<file path="config.mk">
export PLATFORM = sky130hd
export DESIGN_NAME = cart_mem_arbiter
export DESIGN_NICKNAME = d
export VERILOG_FILES = /design/src/rtl/cart_mem_arbiter.sv
export SDC_FILE = /design/constraint.sdc
export NUM_CORES = 1
export LEC_CHECK = 0
export CAP_MARGIN = 20
export CORE_UTILIZATION = 54
export CTS_CLUSTER_DIAMETER = 60
export DETAILED_ROUTE_END_ITERATION = 7
export PLACE_DENSITY = 0.92
export SKIP_CTS_REPAIR_TIMING = 1
export SLEW_MARGIN = 20
export SYNTH_ARGS = -nofsm -noshare
export SYNTH_HDL_FRONTEND = slang
export SYNTH_SLANG_ARGS = --single-unit
</file>
<file path="constraint.sdc">
create_clock -name clk_i -period 3.4 [get_ports clk_i]
set_input_delay 0.68 -clock clk_i [delete_from_list [all_inputs] [get_ports clk_i]]
set_output_delay 0.68 -clock clk_i [all_outputs]
set_load 0.02 [all_outputs]
</file>
<file path="src/rtl/cart_mem_arbiter.sv">
`default_nettype none
// ============================================================================
// Module   : cart_mem_arbiter
// Purpose  : Shares the cartridge SDRAM port between the SPI ROM loader write
//            stream and the console cartridge read port. Loader writes go
//            into a small FIFO because the loader cannot be stalled. Loader
//            writes win over cart reads. Repeated reads of the same address
//            are absorbed by a one-entry tag, and the last read byte is held.
// Ports    : clk_i/res_n_i             clock, async active-low reset
//            dl_active_i               ROM download in progress
//            ld_wr_i/ld_addr_i/ld_data_i  loader byte write strobe
//            cart_rd_i/cart_addr_i     console read request level + address
//            cart_do_o/cart_valid_o    held read byte, matches cart_addr_i
//            mem_*                     SDRAM controller request/ack port
//            busy_o/ovf_o/tmo_o        activity, sticky overflow, sticky timeout
// Revision : 1.0 - initial release
// ============================================================================
module cart_mem_arbiter #(
  parameter int AW         = 25,
  parameter int FIFO_DEPTH = 4,
  parameter int TIMEOUT    = 64
) (
  input  logic          clk_i,
  input  logic          res_n_i,
  input  logic          dl_active_i,
  input  logic          ld_wr_i,
  input  logic [AW-1:0] ld_addr_i,
  input  logic [7:0]    ld_data_i,
  input  logic          cart_rd_i,
  input  logic [AW-1:0] cart_addr_i,
  output logic [7:0]    cart_do_o,
  output logic          cart_valid_o,
  output logic          mem_req_o,
  output logic          mem_we_o,
  output logic [AW-1:0] mem_addr_o,
  output logic [15:0]   mem_din_o,
  input  logic [15:0]   mem_dout_i,
  input  logic          mem_ack_i,
  output logic          busy_o,
  output logic          ovf_o,
  output logic          tmo_o
);

  localparam int PW = (FIFO_DEPTH > 1) ? $clog2(FIFO_DEPTH) : 1;
  localparam int CW = (TIMEOUT > 1) ? $clog2(TIMEOUT) : 1;
  localparam logic [PW:0]   FULL_CNT = (PW + 1)'(FIFO_DEPTH);
  localparam logic [CW-1:0] TMO_LAST = CW'(TIMEOUT - 1);

  typedef enum logic [2:0] {
    IDLE   = 3'd0,
    WR     = 3'd1,
    RD     = 3'd2,
    WAIT_W = 3'd3,
    WAIT_R = 3'd4
  } state_t;

  state_t          state_q, state_d;

  logic [AW-1:0]   fifo_addr_q [FIFO_DEPTH];
  logic [7:0]      fifo_data_q [FIFO_DEPTH];
  logic [PW-1:0]   wr_ptr_q, rd_ptr_q;
  logic [PW:0]     cnt_q;

  logic [CW-1:0]   tmo_cnt_q;
  logic [AW-1:0]   tag_q;
  logic            tag_vld_q;
  logic            pend_ok_q;
  logic [7:0]      cart_do_q;
  logic [AW-1:0]   mem_addr_q;
  logic [15:0]     mem_din_q;
  logic            mem_we_q;
  logic            dl_q;
  logic            ovf_q;
  logic            tmo_q;

  logic            fifo_empty, fifo_full;
  logic            pop, push_ok, ovf_evt, dl_rise, cart_hit;
  logic            go_wr, go_rd, rd_done, tmo_evt, rd_tmo, in_wait;
  logic            unused_dout_hi;

  assign fifo_empty = (cnt_q == '0);
  assign fifo_full  = (cnt_q == FULL_CNT);
  assign pop        = (state_q == WR);
  // A full FIFO still takes a byte in the cycle the head is popped.
  assign push_ok    = ld_wr_i && (!fifo_full || pop);
  assign ovf_evt    = ld_wr_i && fifo_full && !pop;
  assign dl_rise    = dl_active_i && !dl_q;
  assign cart_hit   = tag_vld_q && (cart_addr_i == tag_q);
  assign in_wait    = (state_q == WAIT_W) || (state_q == WAIT_R);
  assign rd_tmo     = tmo_evt && (state_q == WAIT_R);
  assign unused_dout_hi = ^mem_dout_i[15:8];

  // Next-state logic. Reads start only from IDLE with an empty FIFO, which
  // also keeps the console off memory until the last loaded byte is written.
  always_comb begin
    state_d = state_q;
    go_wr   = 1'b0;
    go_rd   = 1'b0;
    rd_done = 1'b0;
    tmo_evt = 1'b0;
    case (state_q)
      IDLE: begin
        if (!fifo_empty) begin
          go_wr   = 1'b1;
          state_d = WR;
        end else if (cart_rd_i && !dl_active_i && !cart_hit) begin
          go_rd   = 1'b1;
          state_d = RD;
        end
      end
      WR:     state_d = WAIT_W;
      RD:     state_d = WAIT_R;
      WAIT_W: begin
        if (mem_ack_i) begin
          state_d = IDLE;
        end else if (tmo_cnt_q == TMO_LAST) begin
          tmo_evt = 1'b1;
          state_d = IDLE;
        end
      end
      WAIT_R: begin
        if (mem_ack_i) begin
          rd_done = 1'b1;
          state_d = IDLE;
        end else if (tmo_cnt_q == TMO_LAST) begin
          tmo_evt = 1'b1;
          state_d = IDLE;
        end
      end
      default: state_d = IDLE;
    endcase
  end

  // FIFO storage carries no reset; occupancy is tracked by cnt_q.
  always_ff @(posedge clk_i) begin
    if (push_ok) begin
      fifo_addr_q[wr_ptr_q] <= ld_addr_i;
      fifo_data_q[wr_ptr_q] <= ld_data_i;
    end
  end

  always_ff @(posedge clk_i or negedge res_n_i) begin
    if (!res_n_i) begin
      state_q    <= IDLE;
      wr_ptr_q   <= '0;
      rd_ptr_q   <= '0;
      cnt_q      <= '0;
      tmo_cnt_q  <= '0;
      tag_q      <= '0;
      tag_vld_q  <= 1'b0;
      pend_ok_q  <= 1'b0;
      cart_do_q  <= 8'hFF;
      mem_addr_q <= '0;
      mem_din_q  <= '0;
      mem_we_q   <= 1'b0;
      dl_q       <= 1'b0;
      ovf_q      <= 1'b0;
      tmo_q      <= 1'b0;
    end else begin
      state_q <= state_d;
      dl_q    <= dl_active_i;

      if (push_ok) wr_ptr_q <= wr_ptr_q + 1'b1;
      if (pop)     rd_ptr_q <= rd_ptr_q + 1'b1;
      case ({push_ok, pop})
        2'b10:   cnt_q <= cnt_q + 1'b1;
        2'b01:   cnt_q <= cnt_q - 1'b1;
        default: cnt_q <= cnt_q;
      endcase

      // Counter restarts in the request cycle so the first wait cycle sees 0.
      if (pop || state_q == RD) tmo_cnt_q <= '0;
      else if (in_wait)         tmo_cnt_q <= tmo_cnt_q + 1'b1;

      // Request address/data are latched on the way out of IDLE and then held;
      // mem_addr_q doubles as the pending read address.
      if (go_wr) begin
        mem_we_q   <= 1'b1;
        mem_addr_q <= fifo_addr_q[rd_ptr_q];
        mem_din_q  <= {2{fifo_data_q[rd_ptr_q]}};
      end else if (go_rd) begin
        mem_we_q   <= 1'b0;
        mem_addr_q <= cart_addr_i;
      end

      // pend_ok_q drops if anything could have made the in-flight read stale.
      pend_ok_q <= (go_rd || pend_ok_q) && !(push_ok || dl_active_i);

      if (rd_done) begin
        cart_do_q <= mem_dout_i[7:0];
        tag_q     <= mem_addr_q;
      end
      if (push_ok || dl_active_i || rd_tmo) tag_vld_q <= 1'b0;
      else if (rd_done)                     tag_vld_q <= pend_ok_q;

      // Setting wins over the clearing edge so a same-cycle event is not lost.
      if (ovf_evt)      ovf_q <= 1'b1;
      else if (dl_rise) ovf_q <= 1'b0;
      if (tmo_evt)      tmo_q <= 1'b1;
      else if (dl_rise) tmo_q <= 1'b0;
    end
  end

  assign cart_do_o    = cart_do_q;
  assign cart_valid_o = cart_hit && !dl_active_i;
  assign mem_req_o    = (state_q == WR) || (state_q == RD);
  assign mem_we_o     = mem_we_q;
  assign mem_addr_o   = mem_addr_q;
  assign mem_din_o    = mem_din_q;
  assign busy_o       = !fifo_empty || (state_q != IDLE);
  assign ovf_o        = ovf_q;
  assign tmo_o        = tmo_q;

endmodule
`default_nettype wire

</file>
* Yosys cells after proc, flatten, opt, wreduce, memory -nomap -nowiden *
Memory sizes are Yosys's and may differ from the RTL's.
Cells that the tools add are included.

word-level totals
  register bits after elaboration = 96
  memory bits (writable) = 132
  input port bits = 80
  output and inout port bits = 55
  word-level logic and storage cells = 97
  memories kept = 2

memories
  name         depth  bits a word  read ports  clocked after Yosys merged registers in  write ports  line  source
  fifo_addr_q  4      25           1           0                                        1            59    logic [AW-1:0] fifo_addr_q [FIFO_DEPTH];
  fifo_data_q  4      8            1           0                                        1            60    logic [7:0] fifo_data_q [FIFO_DEPTH];

operators by class
  add/sub/neg operators = 5
  equality and inequality tests = 11
  multiplexer cells = 29
  reductions and logical operators = 35

operators by type and width
  cell                 number
  $mux 25              2
  $eq 25x25->1         1
  $mux 1               19
  $mux 3               4
  $mux 6               2
  $pmux 3 s4           1
  $reduce_bool 2->1    6
  $logic_and 1x1->1    10
  $logic_not 1->1      7
  $logic_or 1x1->1     7
  $add 6x1->6 const B  1
  $eq 3x2->1 const B   2
  $eq 3x3->1 const B   2
  $eq 6x6->1 const B   1
  $logic_not 3->1      2
  $pmux 3 s2           1
  $add 2x1->2 const B  2
  $add 3x1->3 const B  1
  $eq 3x1->1 const B   1
  $ne 3x1->1 const B   1
  $ne 3x3->1 const B   1
  $reduce_bool 3->1    1
  $sub 3x1->3 const B  1
  $eq 2x1->1 const B   1
  other kinds (3)      3

* Depth between registers and ports, before layout *
  depth in word-level cells = 9
  gate-level depth with buffers = 12

* Least setup slack after synthesis *
OpenSTA, ideal clock, no wires.

  kind = reg-to-reg
  from = reg state_q[0]
  to = reg cnt_q[2]
  data arrival time = 2.413 ns
  required time = 3.321 ns
  slack = 0.908 ns
  stages on the path, launching flop included = 12
  period minus slack after synthesis = 2.492 ns
  path through = dfrtp_1 > nor3b_4 > or4b_4 > and2_1 > buf_6 > inv_1 > ha_1 > inv_1 > fa_1 > xor2_1 > nor2_1 > xor2_1

between the ends
  word-level cells in the longest chain between the ends = 5
  elaborated cells on any way between the ends = 7

RTL lines
  item                                                    line  source
  start, declared                                         57    state_t state_q, state_d;
  start signal, assigned                                  160   state_q <= state_d;
  $eq 3x1->1 (*)                                          83    assign pop = (state_q == WR);
  $logic_or 1x1->1                                        85    assign push_ok = ld_wr_i && (!fifo_full || pop);
  $logic_and 1x1->1                                       85
  $eq 2x1->1 / $eq 2x2->1 (equally long branches)         165   case ({push_ok, pop})
  $pmux 3 s2 / $reduce_bool 2->1 (equally long branches)  n/a
  end signal, assigned                                    166   2'b10: cnt_q <= cnt_q + 1'b1;
  end signal, assigned                                    167   2'b01: cnt_q <= cnt_q - 1'b1;
  end signal, assigned                                    168   default: cnt_q <= cnt_q;
  end, declared                                           62    logic [PW:0] cnt_q;

Mark *: on every way between the ends. The rest lies on a longest branch, timed or not.
A chain may end at the register's enable or synchronous reset.

* Worst setup path after layout *
  from = in cart_addr_i[13]
  to = out cart_valid_o

between the ends
  word-level cells in the longest chain between the ends = 3

RTL lines
  item               line  source
  start, declared    30    input logic [AW-1:0] cart_addr_i,
  $eq 25x25->1       88    assign cart_hit = tag_vld_q && (cart_addr_i == tag_q);
  $logic_and 1x1->1  88
  $logic_and 1x1->1  205   assign cart_valid_o = cart_hit && !dl_active_i;
  end, declared      32    output logic cart_valid_o,

Every way passes these cells.

==> results.cfg <==
[outcome]
status = completed

[yosys]
synth.avg_cell_area_sq_um = 16.4
synth_cell_type_count = 42
syn-num-nets = 634
synth_cells = 547
yosys_warnings = 0
synth_area_sq_um = 8960
ys_seq_elements = 220
seq_area_frac_synth = 0.689

[finish]
final_util = 0.690
diodes = 0
final_cell_count_no_fill = 907
fillerInstances = 965
nets = 763
design_area_sq_um = 11100
final_common_cell = edfxtp_1
syn_to_final_growth_pct = 23.6
multi_input_area_sq_um = 2540
layout_common_cells = edfxtp_1 (132), clkdlybuf4s50_1 (124), dfrtp_1 (79), nand2_1 (38), nor2_1 (36)
register_area_sq_um = 6180
drive_gt1_frac = 0.191

[sta]
skew_ns = 0.0166
fin_hold_ws_ns = 0.255
period_minus_slack_ns = 3.12
drv_slew = 0
rsz0062_at_grt = no
fmax_ghz = 0.321
slew_headroom = 0.406
finalCritPeriodShare = 0.917
hold_viol = 0
tns_ns = 0
worstMarginPinSlew_ns = 0.891
setup_viol = 0

[clocking]
cts_max_level = 1
cts_tree = done
cts.sinks = 220
clock_latency_ns = 0.50
cts-buffers-inserted = 22
cts_buffer_depth = 3
clk_pin_slew_worst_paths_ns = 0.06
cts-root-buf = clkbuf_16

[placement]
place_congestion = 0.807
placed_area_sq_um = 10400
port_buffers = 126
dp_hpwl_um = 12100
place_inst = 868

[route]
drt_first_iter_violations = 284
routed_wl_um = 18100
first_pass_iters = 4
final_antenna_net_count = 0
route.detailed.drc = 0
drt-vias-per-instance = 5.56
via_count = 5046
wl_per_cell_um = 20.0

[power]
switching_power_mw = 3.31
combPwrFrac = 0.354
power_frac_seq = 0.422
p_leak_nw = 3.98
power_density_nw_per_um2 = 906
internal_power_mw = 6.72
clkPwrFrac = 0.224
irDropWorstVdd_v = 0.000438
switching_share = 0.330

[floorplanning]
die_w_um = 131
num_io_pins = 135
start_util = 0.558
fp-row-count = 46
fp.coreArea_sq_um = 16100
die_y_um = 131
dieArea_sq_um = 17100

[setup_path]
critPathLaunch = cart_addr_i[13]
cp.required_ns = 2.72
crit_chain = clkdlybuf4s50_1, xnor2_1, nand4_1, nor4_1, buf_4, nand2_1, nor2_1, dlymetal6s2s_1
rr_startpoint = state_q[0]
critical_path_class = in2out
cp_max_fo = 2
cp-start-kind = input pin
worstPathArrival_ns = 2.44
crit_slowest_cell = clkdlybuf4s50_1
worst_setup_path_end_kind = output port
slowest_delay_ns = 0.46

[grt]
track_usage = 0.220
grt_first_pass_wirelength_um = 27800
grt_max_degree = 60
antenna_found_initial = 0
grt-ovfl-total = 0
grt_pass1_vias = 5392

[hold_path]
hold_class = in2async

[job]
cap_violations = 0
## power by group through the flow
stage	registers, mW	clock network (mW)	logic [mW]
2_1_floorplan	4.37	0	2.15
3_3_place_gp	4.20	0	3.41
3_5_place_dp	4.28	0	3.56
4_1_cts	4.24	2.29	3.58
5_1_grt	4.32	2.39	3.83
6_report	4.24	2.25	3.55
## stage by stage
| stage | setup slack [ns] | power (mW) |
|---|---|---|
| after floorplan | 0.908 | 6.52 |
| after global routing | 0.0976 | 10.5 |
| after global placement | -0.0668 | 7.61 |
| final | 0.281 | 10.0 |
| after detailed placement | -0.0809 | 7.84 |
| after CTS | -0.147 | 10.1 |
## worst max-delay path, delay by kind of cell
family,cells,cell delay (ns)
xor+xnor,1,0.24
buf+inv,3,0.86
simple gates,4,0.65
## path summary, 6_finish.rpt
kind	endpoint	slack (ns)	depth (start not counted)
max in group asynchronous	cart_do_o[1]	2.42	2
max reg2reg	cnt_q[2]	0.55	10
max	cart_valid_o	0.28	8
min	mem_addr_o[12]	0.26	1
min reg2reg	tmo_cnt_q[3]	0.50	1
min in group clk_i	tmo_cnt_q[3]	0.50	1
## per-layer routing
metal  global-route usage  vias to the layer above  wire length (um)
met5                    0                        -                 0
met4               0.0886                        0               521
met3               0.0428                       41              1340
met2                0.378                      190              9180
met1                0.275                     2534              7060
li1                     -                     2281                 -
## synth_stat cells (all sizes together)
master,number,area share
mux2,33,0.041
a21oi,29,0.016
nand2b,3,0.0021
a211o,1,0.0011
clkbuf,12,0.0054
edfxtp,132,0.44
and3,6,0.0047
xor2,3,0.0029
o21ai,10,0.0056
nor2b,3,0.0021
nor4,2,0.0031
nand2,38,0.016
fa,1,0.0022
nor3,5,0.0034
o31ai,2,0.0017
nand3,3,0.0017
mux2i,27,0.030
nor3b,1,0.0021
buf,22,0.019
mux4,33,0.083
dfrtp,80,0.22
a22o,1,0.00098
ha,6,0.0084
a311oi,1,0.00098
xnor2,29,0.028
and2,2,0.0014
inv,9,0.0038
nor2,36,0.015
or4b,1,0.0015
dfstp,8,0.023
nand4,6,0.0042
a22oi,1,0.00084
nand3b,1,0.00084
## final cells by class
type | count | area share
Sequential cell | 220 | 0.558
Multi-Input combinational cell | 284 | 0.229
Timing Repair Buffer | 139 | 0.124
Clock buffer | 25 | 0.0516
Tap cell | 216 | 0.0244
Clock inverter | 14 | 0.00983
Inverter | 9 | 0.00305
## flip-flops by register name, summed over array words and instances (netlist names)
signal	count
mem_addr_o	25
tag_q	25
fifo_addr_q	100
pend_ok_q	1
tag_vld_q	1
fifo_data_q	32
rd_ptr_q	2
tmo_o	1
dl_q	1
state_q	3
mem_we_o	1
mem_din_o	8
cnt_q	3
wr_ptr_q	2
cart_do_o	8
ovf_o	1
tmo_cnt_q	6
## cell families after synthesis
family	synth area share
AO/OA/AOI/OAI	0.0274
XOR/XNOR	0.0313
adder cells (fa/ha/maj)	0.0106
buffers and inverters	0.0285
flip-flops	0.689
multiplexers	0.155
AND/OR/NAND/NOR	0.0581
No activity file was read; power rests on OpenSTA's default activity.
